$ cat src/rtl/alu_pkg.sv
// Shared opcode encodings, flag bit positions and the flag bundle type for the ALU.
package alu_pkg;

  localparam logic [2:0] ALU_ADD  = 3'b000;
  localparam logic [2:0] ALU_SUB  = 3'b001;
  localparam logic [2:0] ALU_AND  = 3'b010;
  localparam logic [2:0] ALU_OR   = 3'b011;
  localparam logic [2:0] ALU_XOR  = 3'b100;
  localparam logic [2:0] ALU_SLT  = 3'b101;
  localparam logic [2:0] ALU_SLTU = 3'b110;
  localparam logic [2:0] ALU_SLL  = 3'b111;

  localparam int unsigned FLAG_N = 3;
  localparam int unsigned FLAG_Z = 2;
  localparam int unsigned FLAG_C = 1;
  localparam int unsigned FLAG_V = 0;

  // Opcodes that route through the shared adder in subtract mode.
  function automatic logic uses_subtract(input logic [2:0] op);
    return (op == ALU_SUB) || (op == ALU_SLT) || (op == ALU_SLTU);
  endfunction

  // Only ADD and SUB report carry and overflow in the flag register.
  function automatic logic is_arith(input logic [2:0] op);
    return (op == ALU_ADD) || (op == ALU_SUB);
  endfunction

endpackage

$ cat src/rtl/alu_addsub.sv
// Shared adder: sum = a + (sub ? ~b : b) + sub, with carry-out and signed overflow.
module alu_addsub #(
  parameter int unsigned WIDTH = 32
) (
  input  logic [WIDTH-1:0] a_i,
  input  logic [WIDTH-1:0] b_i,
  input  logic             sub_i,
  output logic [WIDTH-1:0] sum_o,
  output logic             cout_o,
  output logic             ovf_o
);

  logic [WIDTH-1:0] b_eff;
  logic [WIDTH:0]   full_sum;

  always_comb begin
    b_eff    = sub_i ? ~b_i : b_i;
    full_sum = {1'b0, a_i} + {1'b0, b_eff} + {{WIDTH{1'b0}}, sub_i};
  end

  assign sum_o  = full_sum[WIDTH-1:0];
  assign cout_o = full_sum[WIDTH];
  // Comparing against the inverted B covers both the ADD and SUB overflow rules.
  assign ovf_o  = (a_i[WIDTH-1] == b_eff[WIDTH-1]) && (sum_o[WIDTH-1] != a_i[WIDTH-1]);

endmodule

$ cat src/rtl/alu.sv
// 32-bit combinational ALU with a clocked {N,Z,C,V} status-flag register.
module alu
  import alu_pkg::*;
#(
  parameter int unsigned WIDTH = 32
) (
  input  logic             clk,
  input  logic             reset,
  input  logic [WIDTH-1:0] srcA,
  input  logic [WIDTH-1:0] srcB,
  input  logic [2:0]       ALUControl,
  input  logic             flagWrite,
  output logic [WIDTH-1:0] result,
  output logic             zero,
  output logic [3:0]       flags
);

  logic [WIDTH-1:0] sum;
  logic             cout;
  logic             ovf;
  logic             sub_en;
  logic             slt_bit;
  logic             sltu_bit;
  logic [3:0]       flags_d;
  logic [3:0]       flags_q;

  assign sub_en = uses_subtract(ALUControl);

  alu_addsub #(
    .WIDTH (WIDTH)
  ) u_addsub (
    .a_i    (srcA),
    .b_i    (srcB),
    .sub_i  (sub_en),
    .sum_o  (sum),
    .cout_o (cout),
    .ovf_o  (ovf)
  );

  // Signed less-than stays correct across overflow; unsigned is a borrow.
  assign slt_bit  = sum[WIDTH-1] ^ ovf;
  assign sltu_bit = ~cout;

  always_comb begin
    result = 'x;
    unique case (ALUControl)
      ALU_ADD:  result = sum;
      ALU_SUB:  result = sum;
      ALU_AND:  result = srcA & srcB;
      ALU_OR:   result = srcA | srcB;
      ALU_XOR:  result = srcA ^ srcB;
      ALU_SLT:  result = {{(WIDTH-1){1'b0}}, slt_bit};
      ALU_SLTU: result = {{(WIDTH-1){1'b0}}, sltu_bit};
      ALU_SLL:  result = srcA << srcB[4:0];
      default:  result = 'x;
    endcase
  end

  assign zero = (result == '0);

  always_comb begin
    flags_d         = '0;
    flags_d[FLAG_N] = result[WIDTH-1];
    flags_d[FLAG_Z] = zero;
    flags_d[FLAG_C] = is_arith(ALUControl) & cout;
    flags_d[FLAG_V] = is_arith(ALUControl) & ovf;
  end

  always_ff @(posedge clk or posedge reset) begin
    if (reset) begin
      flags_q <= '0;
    end else if (flagWrite) begin
      flags_q <= flags_d;
    end
  end

  assign flags = flags_q;

endmodule

$ cat config.mk
export PLATFORM = sky130hd
export DESIGN_NAME = alu
export DESIGN_NICKNAME = d
export VERILOG_FILES = /design/src/rtl/alu_pkg.sv /design/src/rtl/alu_addsub.sv /design/src/rtl/alu.sv
export SDC_FILE = /design/constraint.sdc
export NUM_CORES = 1
export LEC_CHECK = 0
export ABC_AREA = 1
export CAP_MARGIN = 10
export CORE_MARGIN = 2
export CORE_UTILIZATION = 51
export CTS_CLUSTER_SIZE = 25
export DETAILED_ROUTE_END_ITERATION = 10
export PLACE_DENSITY = 0.8
export REMOVE_ABC_BUFFERS = 1
export SLEW_MARGIN = 25
export SYNTH_ARGS = -nofsm -noshare
export SYNTH_HDL_FRONTEND = slang
export SYNTH_SLANG_ARGS = --single-unit
$ cat constraint.sdc
create_clock -name clk -period 6.18 [get_ports clk]
set_input_delay 1.854 -clock clk [delete_from_list [all_inputs] [get_ports clk]]
set_output_delay 1.854 -clock clk [all_outputs]
set_load 0.05 [all_outputs]
==> qor.csv, run 1 <==
stage,metric,value,unit
status,status,stopped before the end,
status,outcome.stop_stage,global routing (5_1_grt),
status,error_message,"[ERROR DPL-0038] Utilization greater than 100%, impossible to legalize",
synth,post_synth_edffs,0,
cts,tritoncts_buffer_count,3,
cts,clock_net_sink_count,4,
place,gpl.final_weighted_congestion,1.05,
synth,yosys-top-cells-area,"ha_1, nand2_1, nand3_1",
cts,htree_num_levels,1,
synth,netlist-cell-type-count,40,
synth,syn_avg_cell_area,5.43,sq um
synth,yosysSeqAreaShare,1.58,%
place,io_buffers,106,
synth,synth.top_cell.area_share,19.0,%
die,fp.dieW,115,um
synth,post-synth-top-area-cell,ha_1,
place,place_ws,-1.49,ns
synth,synth.most_common_cell,nand2_1,
cts,cts_root_buffer,clkbuf_16,
cts,cts.path.max_buffers,2,
synth,yosysWarningCount,0,
die,initial_core_util,52.5,%
synth,synth.ff_latch_count,4,
synth,ys.flop_type,dfrtp_1,
synth,yosys-top-cells-count,"nand2_1, inv_1, nand3_1",
synth,synthArstFlopShare,100,%
place,dpl.hpwl,24.3,mm
die,placementRows,40,
global_route,grt_max_degree,56,
synth,postSynthCellCount,1166,
die,io_pins,107,
synth,area_of_the_mapped_netlist,6330,sq um
die,floorplan.die.height,115,um
-- timing repair --
action	CTS
setup endpoints to repair	31
hold endpoints to repair	0
cloned	1
resized for setup	176
pin swaps	91
setup buffers	77
hold buffers	0
-- kinds of logic after synthesis --
kind of cell | Yosys count | synth area share [%]
and+or+nand+nor | 621 | 42.1
buffers and inverters | 223 | 14.5
AOI/OAI and AO/OA | 185 | 17.5
adders and majority gates | 97 | 19.3
xor gates and xnor gates | 34 | 4.71
DFF | 4 | 1.58
muxes | 2 | 0.316
-- through the flow --
stage               area [sq um]  cells  util, %
global placement            9750   1667     80.8
floorplan                   6080   1121        -
detailed placement          9750   1667     80.8
CTS                        10900   1748     90.6
==> run 2, diff against run 1 <==
--- a/config.mk
+++ b/config.mk
@@ -8,10 +8,9 @@
 export ABC_AREA = 1
 export CAP_MARGIN = 10
 export CORE_MARGIN = 2
-export CORE_UTILIZATION = 51
-export CTS_CLUSTER_SIZE = 25
+export CORE_UTILIZATION = 40
 export DETAILED_ROUTE_END_ITERATION = 10
-export PLACE_DENSITY = 0.8
+export PLACE_DENSITY_LB_ADDON = 0.15
 export REMOVE_ABC_BUFFERS = 1
 export SLEW_MARGIN = 25
 export SYNTH_ARGS = -nofsm -noshare
==> constraint.sdc (replaced) <==
create_clock -name clk -period 8.05 [get_ports clk]
set_input_delay 2.415 -clock clk [delete_from_list [all_inputs] [get_ports clk]]
set_output_delay 2.415 -clock clk [all_outputs]
set_load 0.05 [all_outputs]
==> qor.csv, run 2 <==
stage,metric,value,unit,change
power,pwr_density_cell,118,nW/um^2,
global_route,globalRouteTotalUtil,34.6,%,
setup_path,worst_setup_path_end_kind,output port,,
power,power.share.sequential,1.9,%,
synth,synth.ff_latch_count,4,,unchanged
global_route,overflow,0,,
timing,fin_worst_skew,0,ns,
global_route,first_pass_grt_wire_length,45.1,mm,
synth,post-synth-top-area-cell,ha_1,,
worst_hold_path,worst_hold_path.num_cells,2,,
place,dpl.hpwl,24.2,mm,-0.39%
timing,period_share,98.9,%,
flow_run,maxCapViolations,0,,
setup_path,cp_max_fo,5,,
cts,post_cts_hold_buffer_count,0,,unchanged
status,status,"finished, final reports clean",,
cts,cts_root_buffer,clkbuf_16,,
final_layout,finalNetCount,1650,,
cts,tritoncts_buffer_count,3,,unchanged
timing,setup_viol,0,,
timing,tightest_slew,0.727,ns,
timing,max_freq,0.126,GHz,
synth,synth.most_common_cell,nand2_1,,
cts,cts.path.max_buffers,2,,unchanged
die,io_pins,107,,unchanged
global_route,antenna_found_initial,0,,
power,internal_dissipation,592,uW,
global_route,vias_in_the_first_global_route,8287,,
timing,report.final.hold_viol_count,0,,
synth,post_synth_edffs,0,,unchanged
final_layout,post_route_cells_drive_above_1_share,29.2,%,
synth,yosysWarningCount,0,,unchanged
die,fp.dieW,130,um,+12%
cts,clock_net_sink_count,4,,unchanged
setup_path,worstSetupPathType,in2out,,
power,vdd_drop_max,107,uV,
synth,ys.flop_type,dfrtp_1,,
setup_path,worst-r2r-cell-count,1,,
die,floorplan.die.height,130,um,+12%
synth,syn_avg_cell_area,5.43,sq um,unchanged
final_layout,final_common_cell,nand2_1,,
detailed_routing,drt_pass1_iterations,7,,
synth,yosys-top-cells-count,"nand2_1, inv_1, nand3_1",,
synth,synth.top_cell.area_share,19.0,%,unchanged
synth,area_of_the_mapped_netlist,6330,sq um,unchanged
detailed_routing,drc,0,,
synth,postSynthCellCount,1166,,unchanged
global_route,grt_max_degree,57,,
timing,slew_viol_final,0,,
detailed_routing,route.detailed.wl_per_inst,17.6,um,
timing,setup_slack,0.0871,ns,
power,pwr-share-clk,6.3,%,
synth,yosysSeqAreaShare,1.58,%,unchanged
synth,yosys-top-cells-area,"ha_1, nand2_1, nand3_1",,
die,design.die.area,16800,sq um,
place,place_ws,-0.552,ns,+0.941 ns
power,total_power_consumption_of_the_routed_design,1210,uW,
place,io_buffers,106,,unchanged
final_layout,area_growth,62.0,%,
detailed_routing,drt-vias-per-instance,5.43,,
power,share_comb_of_total_power,91.8,%,
die,placementRows,45,,+13%
worst_hold_path,worst_hold_path_type,reg2reg,,
synth,synthArstFlopShare,100,%,unchanged
die,initial_core_util,41.3,%,-11 points
power,switchingPower,618,uW,
power,power_switching_share,51.1,%,
cts,clock_insertion_delay_worst_skew,0.22,ns,
final_layout,n_antenna_cell,0,,
setup_path,worst-endpoint-arrival,5.55,ns,
die,design.core.area,15300,sq um,
place,gpl.final_weighted_congestion,0.976,,-6.8%
cts,tritoncts,done,,
power,power.leakage,0.00547,uW,
final_layout,mostFrequentLayoutCells,"nand2_1, buf_4, inv_1, nand3_1, ha_1",,
detailed_routing,antenna_violating_nets_post_route,0,,
synth,netlist-cell-type-count,40,,unchanged
setup_path,critical_path.startpoint_type,primary input,,
cts,clock_input_transition_at_the_sequential_cells_of_the_worst_setup_and_hold_paths,0.03,ns,
detailed_routing,first_iter_violations,827,,
timing,period_minus_slack,7.96,ns,
final_layout,largest_register_ffs,4,,
timing,timing.slew.headroom,51.2,%,
final_layout,layout.core_utilization,66.9,%,
setup_path,worst-endpoint-required,5.64,ns,
detailed_routing,detail_route.wirelength,29.8,mm,
detailed_routing,vias,9181,,
cts,htree_num_levels,1,,unchanged
## run 2: cell counts after synthesis
No cell type changed its count.
## run 2: final timing paths
kind,slack [ns],to,from
min,0.47,flags[2],flags[2]
max in group asynchronous,5.53,flags[1],reset
max,0.09,zero,srcB[2]
min in group asynchronous,2.37,flags[0],reset
max reg2reg,7.34,flags[0],flags[0]
min reg2reg,0.47,flags[2],flags[2]
## run 2: repair_timing
item,CTS,global route
setup endpoints to repair,4,4
hold endpoints to repair,0,0
pin swaps,41,41
buffers inserted,29,10
cloned,1,0
resized for setup,93,71
## run 2: power by group through the flow
stage	registers (uW)	logic (uW)	clock network, uW
2_1_floorplan	28.2	460	0
3_5_place_dp	22.8	973	0
6_report	22.7	1110	76.3
3_3_place_gp	22.8	971	0
5_1_grt	23.0	1190	79.2
4_1_cts	22.7	1050	77.6
## run 2: cell families after synthesis
kind of cell	Yosys count	synth area share (%)
simple gates	621	42.1
flops	4	1.58
mux	2	0.316
compound gates	185	17.5
buf+inv	223	14.5
fa+ha+maj	97	19.3
xor+xnor	34	4.71
## run 2: metrics by stage
stage	std cells	instance area [sq um]	TNS [ns]	hold WS, ns
3_3_place_gp	1649	9320	-1.18	0.465
4_1_cts	1682	9940	0	0.474
5_1_grt	1692	10200	-0.0506	0.491
6_report	1692	10200	0	0.471
2_1_floorplan	1121	6080	-1.19	0.756
3_5_place_dp	1649	9320	-1.06	0.464
## run 2: final cells by class
| type | instances | area [sq um] |
|---|---|---|
| Multi-Input combinational cell | 939 | 5810 |
| Fill cell | 1503 | 5060 |
| Timing Repair Buffer | 357 | 3330 |
| Inverter | 178 | 668 |
| Tap cell | 211 | 264 |
| Sequential cell | 4 | 100 |
| Clock buffer | 3 | 75.1 |
## run 2: metal layers
metal	share of wire (%)	global-route usage, %	routed length (um)
met1	44	49.2	13200
met5	0	0	0
met3	8.7	4.39	2600
met2	44	54.7	13000
met4	3.4	10.1	1000
## run 2: critical path, cell delays in order
cell and delay, ns:
clkdlybuf4s50_1 0.55, xor2_1 0.22, ha_1 0.35, nand3_2 0.10, nand3_2 0.11, buf_4 0.16
nand2_2 0.07, nand3_4 0.10, nand2_1 0.11, nand2_2 0.07, nand3_1 0.13, nand2_1 0.12
nand3_1 0.09, nand2_1 0.06, xor2_1 0.15, a21oi_2 0.19, inv_1 0.11, nor3_2 0.18
buf_4 0.14, buf_12 0.12
No activity file was read; power rests on OpenSTA's default activity.
==> run 3, diff against run 2 <==
--- a/config.mk
+++ b/config.mk
@@ -12,6 +12,7 @@
 export DETAILED_ROUTE_END_ITERATION = 10
 export PLACE_DENSITY_LB_ADDON = 0.15
 export REMOVE_ABC_BUFFERS = 1
+export SKIP_LAST_GASP = 1
 export SLEW_MARGIN = 25
 export SYNTH_ARGS = -nofsm -noshare
 export SYNTH_HDL_FRONTEND = slang
==> results of run 3 <==
Final layout, timing and power as in run 2 (identical DEF).
==> run 4, diff against run 3 <==
--- a/config.mk
+++ b/config.mk
@@ -5,7 +5,6 @@
 export SDC_FILE = /design/constraint.sdc
 export NUM_CORES = 1
 export LEC_CHECK = 0
-export ABC_AREA = 1
 export CAP_MARGIN = 10
 export CORE_MARGIN = 2
 export CORE_UTILIZATION = 40
==> qor.csv, run 4 <==
stage,metric,value,unit,change
timing,period_minus_slack,8.56,ns,+0.597 ns
place,dpl.hpwl,23.3,mm,-3.7%
place,io_buffers,106,,unchanged
synth,ys.flop_type,dfrtp_1,,
worst_hold_path,worst_hold_path.num_cells,1,,-1
setup_path,cp_max_fo,7,,+2
setup_path,worst-r2r-cell-count,1,,unchanged
detailed_routing,route.detailed.wl_per_inst,20.5,um,+16%
power,vdd_drop_max,107,uV,+0.44%
setup_path,critical_path_buf_inv_count,5,,unchanged
cts,post_cts_hold_buffer_count,0,,unchanged
synth,yosysWarningCount,0,,unchanged
cts,clock_input_transition_at_the_sequential_cells_of_the_worst_setup_and_hold_paths,0.03,ns,about the same
setup_path,cpPeakStageDelay,0.55,ns,about the same
cts,clock_net_sink_count,4,,unchanged
place,gpl.final_weighted_congestion,1.04,,+6.3%
timing,grt_setup_unrepaired,yes,,
final_layout,filler_cell_count,1233,,-18%
synth,synth.top_cell.area_share,19.2,%,+0.22 points
global_route,vias_in_the_first_global_route,8393,,+1.3%
flow_run,maxCapViolations,0,,unchanged
timing,period_share,106,%,+7.4 points
timing,setup_slack,-0.510,ns,-0.597 ns
synth,synth.most_common_cell,ha_1,,
timing,timing.slew.headroom,50.3,%,-0.90 points
cts,tritoncts_buffer_count,3,,unchanged
synth,post-synth-top-area-cell,ha_1,,
timing,setup_tns,-0.791,ns,-0.791 ns
global_route,grt_max_degree,47,,-18%
synth,syn_avg_cell_area,7.07,sq um,+30%
worst_hold_path,worst_hold_startpoint,flags[3],,
synth,netlist-cell-type-count,84,,+110%
synth,yosysSeqAreaShare,1.60,%,+0.019 points
final_layout,post_route_cells_drive_above_1_share,40.3,%,+11 points
timing,tightest_slew,0.743,ns,+0.0156 ns
setup_path,cp_cell_sequence,buf_12 -> nand3b_1 -> nand2_4 -> buf_12 -> buf_6 -> xnor2_2 -> ha_1 -> o211ai_1 -> o211ai_1 -> nand2_2 -> a211oi_4 -> o21ai_4 -> mux2_4 -> or4_4 -> inv_2 -> nand3_1 -> nor2_4 -> buf_12,,
die,design.die.area,16700,sq um,-1.1%
cts,tritoncts,done,,
setup_path,timing.critical_path.mode_cell,buf_12,,
synth,area_of_the_mapped_netlist,6250,sq um,-1.2%
die,placementRows,45,,unchanged
setup_path,worst-endpoint-arrival,6.15,ns,+0.60 ns
worst_hold_path,min_delay_worst_endpoint,flags[3],,
global_route,first_pass_grt_wire_length,45.2,mm,+0.12%
final_layout,finalNetCount,1445,,-12%
timing,slew_viol_final,0,,unchanged
global_route,antenna_found_initial,0,,unchanged
final_layout,largest_register_ffs,4,,unchanged
final_layout,area_growth,75.6,%,
die,initial_core_util,41.0,%,-0.33 points
setup_path,worst-endpoint-required,5.64,ns,about the same
setup_path,cpMaxStageDelayCell,or4_4,,
status,violations,negative setup slack,,
cts,htree_num_levels,1,,unchanged
setup_path,critical_path.startpoint_type,primary input,,
synth,yosys-top-cells-count,"ha_1, nor2_1, inv_1",,
setup_path,reg2reg_from,flags[3],,
synth,yosys-top-cells-area,"ha_1, a21oi_1, xnor2_1",,
synth,synthArstFlopShare,100,%,unchanged
global_route,globalRouteTotalUtil,34.9,%,+0.28 points
detailed_routing,vias,8791,,-4.2%
setup_path,worst_setup_path_end_kind,output port,,
die,io_pins,107,,unchanged
die,floorplan.die.height,129,um,-0.57%
cts,cts.path.max_buffers,2,,unchanged
timing,setup_viol,2,,+2
setup_path,kind_of_cell_adding_the_most_delay_to_the_critical_path,simple AND/OR/NAND/NOR gates,,
detailed_routing,drt_pass1_iterations,7,,unchanged
synth,postSynthCellCount,885,,-24%
detailed_routing,antenna_violating_nets_post_route,0,,unchanged
detailed_routing,first_iter_violations,850,,+2.8%
synth,synth.ff_latch_count,4,,unchanged
final_layout,final_common_cell,buf_4,,
die,fp.dieW,129,um,-0.57%
timing,hold_ws,0.507,ns,+0.0370 ns
setup_path,worst-r2r-setup-slack,7.31,ns,-0.03 ns
final_layout,mostFrequentLayoutCells,"buf_4, ha_1, inv_1, nor2_1",,
detailed_routing,drc,0,,unchanged
setup_path,rr_endpoint,flags[3],,
die,design.core.area,15300,sq um,-0.37%
cts,cts_root_buffer,clkbuf_16,,
timing,fin_worst_skew,0,ns,unchanged
timing,report.final.hold_viol_count,0,,unchanged
timing,max_freq,0.117,GHz,-7.0%
cts,clock_insertion_delay_worst_skew,0.22,ns,about the same
power,pwr_density_cell,122,nW/um^2,+3.6%
detailed_routing,detail_route.wirelength,30.5,mm,+2.4%
final_layout,n_antenna_cell,0,,unchanged
setup_path,worstSetupPathType,in2out,,
power,power.leakage,0.00509,uW,-7.0%
worst_hold_path,worst_hold_path_type,reg2reg,,
detailed_routing,drt-vias-per-instance,5.91,,+9.0%
global_route,overflow,0,,unchanged
status,status,"complete, but fails checks",,
synth,post_synth_edffs,0,,unchanged
run 4: cell types whose count changed in the layout (fill, tap and decap cells not counted), sizes merged, moves of 31 or more:
cell	delta
o21ai	-31
inv	-99
xnor2	+40
buf	+91
nand3	-152
nand2	-242
run 4: where the power goes:
part,switching (uW),leakage [uW],internal (uW)
combinational,631,0.00500,614
clock,12.7,0.0000370,63.3
sequential,0.973,0.0000531,22.1
run 4: kinds of logic (layout without fill, tap and decap cells):
| kind of cell | after synthesis | count (layout) | synth area share [%] |
|---|---|---|---|
| AOI/OAI and AO/OA | 293 | 293 | 32.1 |
| and+or+nand+nor | 250 | 250 | 19.2 |
| buffers and inverters | 138 | 529 | 9.02 |
| adders and majority gates | 97 | 97 | 19.5 |
| xor gates and xnor gates | 52 | 52 | 7.28 |
| muxes | 51 | 51 | 11.3 |
| DFF | 4 | 4 | 1.60 |
run 4: per-layer routing:
layer | vias to the layer above | track usage, % | wire length [um] | part of all wire (%)
met5 | - | 0 | 0 | 0
met4 | 0 | 12.8 | 1620 | 5.3
met3 | 128 | 5.16 | 2620 | 8.6
met2 | 532 | 59.0 | 14000 | 46
met1 | 4068 | 45.3 | 12200 | 40
li1 | 4063 | - | - | -
run 4: metrics by stage:
step	total power [uW]	cell area, sq um	instances	setup WS [ns]	utilization, %
6_report	1340	11000	1487	-0.510	72.0
5_1_grt	1410	11000	1487	-0.680	72.0
4_1_cts	1240	10500	1468	-0.441	68.8
3_5_place_dp	1080	9950	1447	-0.947	65.2
3_3_place_gp	1080	9950	1447	-0.929	65.2
2_1_floorplan	521	5990	826	-1.93	-
run 4: final cells by class:
| class | count | area [sq um] | area share (%) |
|---|---|---|---|
| timing repair buffer | 447 | 4070 | 37.1 |
| clock buffer | 3 | 75.1 | 0.683 |
| multi-input combinational | 743 | 6180 | 56.2 |
| tap | 211 | 264 | 2.40 |
| inverter | 79 | 297 | 2.70 |
| sequential | 4 | 100 | 0.911 |
run 4: worst max path at each step:
| stage | start | end | cells after the start |
|---|---|---|---|
| global placement | ALUControl[1] | zero | 18 |
| CTS | srcA[0] | zero | 17 |
| global route | ALUControl[0] | zero | 21 |
| finish | ALUControl[0] | zero | 18 |
| detailed placement | ALUControl[1] | zero | 18 |
| floorplan | ALUControl[0] | zero | 14 |
run 4: repair_timing:
action / CTS / global route
cloned: 1 / 0
setup endpoints to repair: 19 / 15
setup buffers: 20 / 25
resized for setup: 78 / 81
pin swaps: 45 / 56
